[config.mk]
export PLATFORM = sky130hd
export DESIGN_NAME = fft_pingpong_ctrl
export DESIGN_NICKNAME = d
export VERILOG_FILES = /design/src/rtl/fft_pkg.sv /design/src/rtl/fft_bank_tracker.sv /design/src/rtl/fft_pingpong_ctrl.sv
export SDC_FILE = /design/constraint.sdc
export NUM_CORES = 1
export LEC_CHECK = 0
export ABC_AREA = 1
export BUFFER_PORTS_ARGS = -buffer_cell sky130_fd_sc_hd__buf_2
export CORE_ASPECT_RATIO = 0.6
export CORE_MARGIN = 5
export CORE_UTILIZATION = 35
export CTS_CLUSTER_DIAMETER = 80
export DETAILED_ROUTE_END_ITERATION = 7
export PLACE_DENSITY = 0.67
export SETUP_SLACK_MARGIN = 0.5
export SLEW_MARGIN = 20
export SYNTH_ARGS = -nofsm -noshare
export SYNTH_HDL_FRONTEND = slang
export SYNTH_SLANG_ARGS = --single-unit
[constraint.sdc]
create_clock -name clk_in -period 1.43 [get_ports clk_in]
set_input_delay 0.286 -clock clk_in [delete_from_list [all_inputs] [get_ports clk_in]]
set_output_delay 0.286 -clock clk_in [all_outputs]
set_load 0.01 [all_outputs]
[src/rtl/fft_pkg.sv]
// Shared types and default sizes for the FFT ping-pong capture path.
// The FFT read side reuses the same constants.
package fft_pkg;

    localparam int FFT_AWIDTH = 7;
    localparam int FFT_DWIDTH = 32;

    typedef enum logic [1:0] {
        EMPTY   = 2'd0,
        FILLING = 2'd1,
        FULL    = 2'd2,
        BUSY    = 2'd3
    } bank_state_e;

    typedef enum logic {
        IDLE  = 1'b0,
        WRITE = 1'b1
    } wr_state_e;

endpackage

[src/rtl/fft_bank_tracker.sv]
// Lifecycle of one RAM bank: EMPTY -> FILLING -> FULL -> BUSY -> EMPTY.
// A request is honoured only from the state that precedes it in that cycle.
module fft_bank_tracker
    import fft_pkg::*;
(
    input  logic        clk,
    input  logic        rst_n,
    input  logic        set_filling,
    input  logic        set_full,
    input  logic        set_busy,
    input  logic        release_bank,
    output bank_state_e state
);

    bank_state_e state_q;
    bank_state_e state_d;

    always_comb begin
        state_d = state_q;
        unique case (state_q)
            EMPTY:   if (set_filling)  state_d = FILLING;
            FILLING: if (set_full)     state_d = FULL;
            FULL:    if (set_busy)     state_d = BUSY;
            BUSY:    if (release_bank) state_d = EMPTY;
            default: state_d = EMPTY;
        endcase
    end

    always_ff @(posedge clk or negedge rst_n) begin
        if (!rst_n) begin
            state_q <= EMPTY;
        end else begin
            state_q <= state_d;
        end
    end

    assign state = state_q;

endmodule

[src/rtl/fft_pingpong_ctrl.sv]
// Ping-pong capture controller: writes sample frames into one RAM bank while the
// FFT owns the other, handing full banks to the FFT in strict 0,1,0,... order.
module fft_pingpong_ctrl
    import fft_pkg::*;
#(
    parameter int AWIDTH = FFT_AWIDTH,
    parameter int DWIDTH = FFT_DWIDTH
) (
    input  logic                clk_in,
    input  logic                rst_n_in,
    input  logic                en_in,
    input  logic                data_vld,
    input  logic [DWIDTH/2-1:0] im_d,
    input  logic [DWIDTH/2-1:0] re_d,
    output logic                wr_en,
    output logic                wr_we,
    output logic [AWIDTH:0]     wr_addr,
    output logic [DWIDTH-1:0]   wr_d,
    output logic                rd_start,
    output logic                rd_bank,
    input  logic                rd_done,
    output logic                ready_out,
    output logic                drop_err
);

    bank_state_e       bank_st [2];
    logic [1:0]        set_filling;
    logic [1:0]        set_full;
    logic [1:0]        set_busy;
    logic [1:0]        release_bank;

    wr_state_e         wr_state_q, wr_state_d;
    logic              wr_bank_q, wr_bank_d;
    logic [AWIDTH-1:0] cnt_q, cnt_d;
    logic              rd_ptr_q, rd_ptr_d;
    logic              rd_bank_q, rd_bank_d;
    logic              rd_active_q, rd_active_d;
    logic              rd_start_q, rd_start_d;
    logic              bank_free;

    for (genvar b = 0; b < 2; b++) begin : g_bank
        fft_bank_tracker u_bank (
            .clk          (clk_in),
            .rst_n        (rst_n_in),
            .set_filling  (set_filling[b]),
            .set_full     (set_full[b]),
            .set_busy     (set_busy[b]),
            .release_bank (release_bank[b]),
            .state        (bank_st[b])
        );
    end

    // Frame handshake: a frame starts in the cycle en_in && ready_out; en_in while
    // ready_out=0 has no effect and is not remembered. Samples in that cycle are dropped.
    assign bank_free = (bank_st[wr_bank_q] == EMPTY);

    always_comb begin
        wr_state_d  = wr_state_q;
        wr_bank_d   = wr_bank_q;
        cnt_d       = cnt_q;
        set_filling = '0;
        set_full    = '0;
        ready_out   = 1'b0;
        wr_en       = 1'b0;
        drop_err    = 1'b0;
        unique case (wr_state_q)
            IDLE: begin
                ready_out = bank_free;
                drop_err  = data_vld;
                if (en_in && bank_free) begin
                    wr_state_d             = WRITE;
                    set_filling[wr_bank_q] = 1'b1;
                    cnt_d                  = '0;
                end
            end
            WRITE: begin
                wr_en = data_vld;
                if (data_vld) begin
                    cnt_d = cnt_q + 1'b1;
                    if (cnt_q == '1) begin
                        set_full[wr_bank_q] = 1'b1;
                        wr_bank_d           = ~wr_bank_q;
                        wr_state_d          = IDLE;
                    end
                end
            end
            default: wr_state_d = IDLE;
        endcase
    end

    // Read scheduler: one bank outstanding at a time; rd_bank_q pins the handed bank.
    always_comb begin
        rd_ptr_d     = rd_ptr_q;
        rd_bank_d    = rd_bank_q;
        rd_active_d  = rd_active_q;
        rd_start_d   = 1'b0;
        set_busy     = '0;
        release_bank = '0;
        if (!rd_active_q) begin
            if (bank_st[rd_ptr_q] == FULL) begin
                rd_start_d         = 1'b1;
                rd_active_d        = 1'b1;
                rd_bank_d          = rd_ptr_q;
                set_busy[rd_ptr_q] = 1'b1;
            end
        end else if (rd_done && bank_st[rd_bank_q] == BUSY) begin
            release_bank[rd_bank_q] = 1'b1;
            rd_ptr_d                = ~rd_ptr_q;
            rd_active_d             = 1'b0;
        end
    end

    always_ff @(posedge clk_in or negedge rst_n_in) begin
        if (!rst_n_in) begin
            wr_state_q  <= IDLE;
            wr_bank_q   <= 1'b0;
            cnt_q       <= '0;
            rd_ptr_q    <= 1'b0;
            rd_bank_q   <= 1'b0;
            rd_active_q <= 1'b0;
            rd_start_q  <= 1'b0;
        end else begin
            wr_state_q  <= wr_state_d;
            wr_bank_q   <= wr_bank_d;
            cnt_q       <= cnt_d;
            rd_ptr_q    <= rd_ptr_d;
            rd_bank_q   <= rd_bank_d;
            rd_active_q <= rd_active_d;
            rd_start_q  <= rd_start_d;
        end
    end

    assign wr_we    = wr_en;
    assign wr_addr  = {wr_bank_q, cnt_q};
    assign wr_d     = {im_d, re_d};
    assign rd_start = rd_start_q;
    assign rd_bank  = rd_bank_q;

endmodule
==> results.md <==
Status:
- The flow ran to the end, but the final reports show violations.
- The checks that failed: negative setup slack.

Detailed routing:
- The detailed-route via count is 1135.
- The number of remaining DRC errors is 0.
- Dividing the detail-routed wire length by the instance count gives 14.1 µm.
- The detailed router finished its first iteration with 42 violations.
- The average vias per placed instance is 4.73.
- The number of nets with antenna violations after detailed routing is 0.
- The routed wire length is 3380 µm.
- The first detailed-routing pass took 4 iterations.

Floorplan:
- The I/O pin total is 83.
- Measured along the y axis, the die boundary spans 58.2 µm.
- The core footprint is 3700 µm².
- The die area is 5260 µm².
- In this run the horizontal extent of the chip is 90.4 µm.
- The effective utilization at floorplan is 0.366.
- In this run the core area contains 17 standard-cell rows.

Finish:
- Excluding fillers, the count of instances in the completed layout stands at 240.
- The relative area change from synthesis to final layout is 32.1%.
- Summing all flip-flop and latch instances after layout gives 429 µm².
- Summing all multi-input logic gate instances after layout gives 742 µm².
- The fraction of layout instances using a drive strength above 1 is 0.513.
- The count of filler cells inserted in the layout is 350.
- The final layout contains 242 nets.
- The number of antenna repair diodes is 0.

Yosys:
- Synthesis produced a netlist whose cell count is 170.
- The Yosys step of the flow raised 0 warnings.
- By count the netlist is led by sky130_fd_sc_hd__buf_4 (34), sky130_fd_sc_hd__nand2_1 (31), sky130_fd_sc_hd__inv_1 (22).
- The most common cell in the synthesized netlist is sky130_fd_sc_hd__buf_4.
- Of all flip-flops after synthesis, the portion carrying an async set or reset was 1.00.
- The cell accounting for the most synthesized area is sky130_fd_sc_hd__dfrtp_1.
- The synthesized area is 1360 µm².
- The synthesized netlist contains 22 unique library cells.
- The synthesized net count is 218.
- The number of enable flip-flop cells after synthesis is 0.
- The sequential element share of the synthesized area is 0.314.
- The fraction of post-synthesis cell area in the top cell type by area is 0.314.
- In this run, synthesis produced a sequential element count of 17.
- The most used flip-flop cell after synthesis is sky130_fd_sc_hd__dfrtp_1.
- The mean cell area of the mapped netlist is 7.98 µm².
- In the post-synthesis netlist, the biggest area contributors are sky130_fd_sc_hd__dfrtp_1 (31%), sky130_fd_sc_hd__buf_4 (19%), sky130_fd_sc_hd__ha_1 (10%).

STA:
- For the finished layout, the period the worst path requires is 1.50 ns.
- The final-report max-slew violation count is 0.
- In the post-route analysis, the smallest setup slack over all paths is -0.0661 ns.
- The fmax is 668 MHz.
- The total negative slack for setup checks is -0.174 ns.
- The worst max-slew margin expressed relative to the limit is 0.719.
- The post-route fraction of the period consumed by the critical path is 1.05.
- The number of setup violations in the final report is 5.
- For the pin with the worst max-slew slack, the measured transition is 0.421 ns.
- Setup repair after global routing could not meet its margin everywhere.
- The setup skew after layout is 0.00619 ns.
- The number of failing hold endpoints at the final stage is 0.

Setup path:
- By startpoint and endpoint, the worst setup path is classified as reg -> out.
- The sort of element at the end of the critical path is an output port.
- Of all nets on the critical path, the largest fanout is 4.
- The kind of start point of the critical path is a flop.
- STA puts the critical path data arrival time at 1.21 ns.
- The required time at the worst-slack endpoint is 1.14 ns.

Clocking:
- The tree is rooted in a sky130_fd_sc_hd__clkbuf_8.
- TritonCTS built the clock tree.
- The number of levels in the clock H-tree is 1.
- The number of clock sinks is 17.
- Clock-pin slew was measured on the worst setup and hold paths at 0.07 ns.
- The maximum root-to-sink buffer count is 2.
- Clock latency on the worst-skew pair, taken at its later pin, is 0.26 ns.
- The clock buffer count from CTS is 3.

Place:
- The quantity of I/O buffers inserted on ports is 18.
- After detailed placement, the design holds a cell count of 208.
- After legalization and detailed placement, the total HPWL measured 2030 µm.
- The final RePlAce weighted congestion is 0.803.

GRT:
- The maximum number of pins on one net before global-route repair is 18.
- The via count of the first global-routing pass is 1115.
- The final global-route overflow total is 0.
- The first global-routing pass estimated 5330 µm of wire.
- For this run, the total global-route usage over all layers was measured as 0.127.
- The number of antenna violations at the first check in global routing came to 0.

Pwr:
- The worst-case IR drop observed on VDD is 0.625 mV.
- Power spread over the standard cell area amounts to 1370 nW/µm².
- The leakage power is 0.886 nW.
- The post-route total power is 2.45 mW.

Hold path:
- The worst hold path belongs to the class in -> reg.

Flow run:
- Across the run, the number of max-cap violations was 0.
-- critical path, cell delays in order (launching register included) --
cell                      delay, ns
sky130_fd_sc_hd__dfrtp_1       0.43
sky130_fd_sc_hd__nor2_1        0.10
sky130_fd_sc_hd__nand2_1       0.07
sky130_fd_sc_hd__nand2_2       0.09
sky130_fd_sc_hd__inv_2         0.04
sky130_fd_sc_hd__nor2_2        0.09
sky130_fd_sc_hd__buf_2         0.14
-- cells by family after synthesis --
| logic type | share of synthesized area |
|---|---|
| compound gates | 0.0683 |
| xor+xnor | 0.0194 |
| fa+ha+maj | 0.101 |
| buf+inv | 0.249 |
| flops | 0.314 |
| simple gates | 0.248 |
-- per-stage QoR --
stage | hold slack (ns) | utilization | setup WS, ns | area [µm²]
after floorplan | -0.00959 | - | 0.0848 | 1370
after global placement | 0.247 | 0.355 | 0.0602 | 1310
after CTS | 0.424 | 0.472 | -0.0531 | 1750
after global routing | 0.434 | 0.484 | -0.129 | 1790
after detailed placement | 0.242 | 0.355 | 0.0622 | 1310
final | 0.419 | 0.484 | -0.0661 | 1790
-- power by group --
group	leakage [nW]	total (mW)	internal [mW]	switching (mW)
registers	0.213	0.687	0.584	0.103
logic	0.650	1.39	0.727	0.665
clock network	0.0228	0.371	0.198	0.173
total	0.886	2.45	1.51	0.941
-- worst paths after layout --
kind	cells past startpoint	from	end	slack (ns)
setup / recovery	6	wr_bank_q	ready_out	-0.07
setup reg to reg	11	wr_bank_q	g_bank[1].u_bank.state[1]	-0.05
hold reg to reg	2	cnt_q[5]	cnt_q[5]	0.57
min in group asynchronous	2	rst_n_in	rd_start	0.49
hold / removal	4	data_vld	cnt_q[6]	0.42
max in group asynchronous	2	rst_n_in	cnt_q[2]	0.62
-- layout by cell type, fill, tap and decap left out, drive strengths merged, types with 4 or more instances in the layout --
master and n:
nand3 16, o21ai 8, clkbuf 4, ha 11
buf 52, nand2 34, nor2 8, nand4 7
dfrtp 17, a21oi 4, inv 22
-- state kept, by name, indices dropped and copies added (netlist names) --
name / cells
rd_bank: 1
cnt_q: 7
rd_start: 1
rd_active_q: 1
wr_state_q: 1
g_bank.u_bank.state: 4
rd_ptr_q: 1
wr_bank_q: 1
-- timing repair --
action,in CTS,in global routing
buffers inserted,25,2
hold buffers,1,0
endpoints found under the hold margin,17,0
pin swaps,17,9
endpoints found under the setup margin,31,31
gates resized for setup,55,7
-- area by class of cell --
type | count | area share
inverters | 22 | 0.0517
flip-flops and latches | 17 | 0.240
repair buffers | 53 | 0.237
clock buffers | 4 | 0.0251
well taps | 47 | 0.0328
multi-input cells | 97 | 0.414
-- metal layers --
| metal | wire, µm | share of wire | GRT usage | up-vias |
|---|---|---|---|---|
| li1 | - | - | - | 559 |
| met5 | 0 | 0 | 0 | - |
| met4 | 18 | 0.0053 | 0.0297 | 0 |
| met1 | 1590 | 0.47 | 0.169 | 550 |
| met2 | 1560 | 0.46 | 0.193 | 22 |
| met3 | 210 | 0.062 | 0.0519 | 4 |
Note: power is estimated with default switching activity, not from simulation.
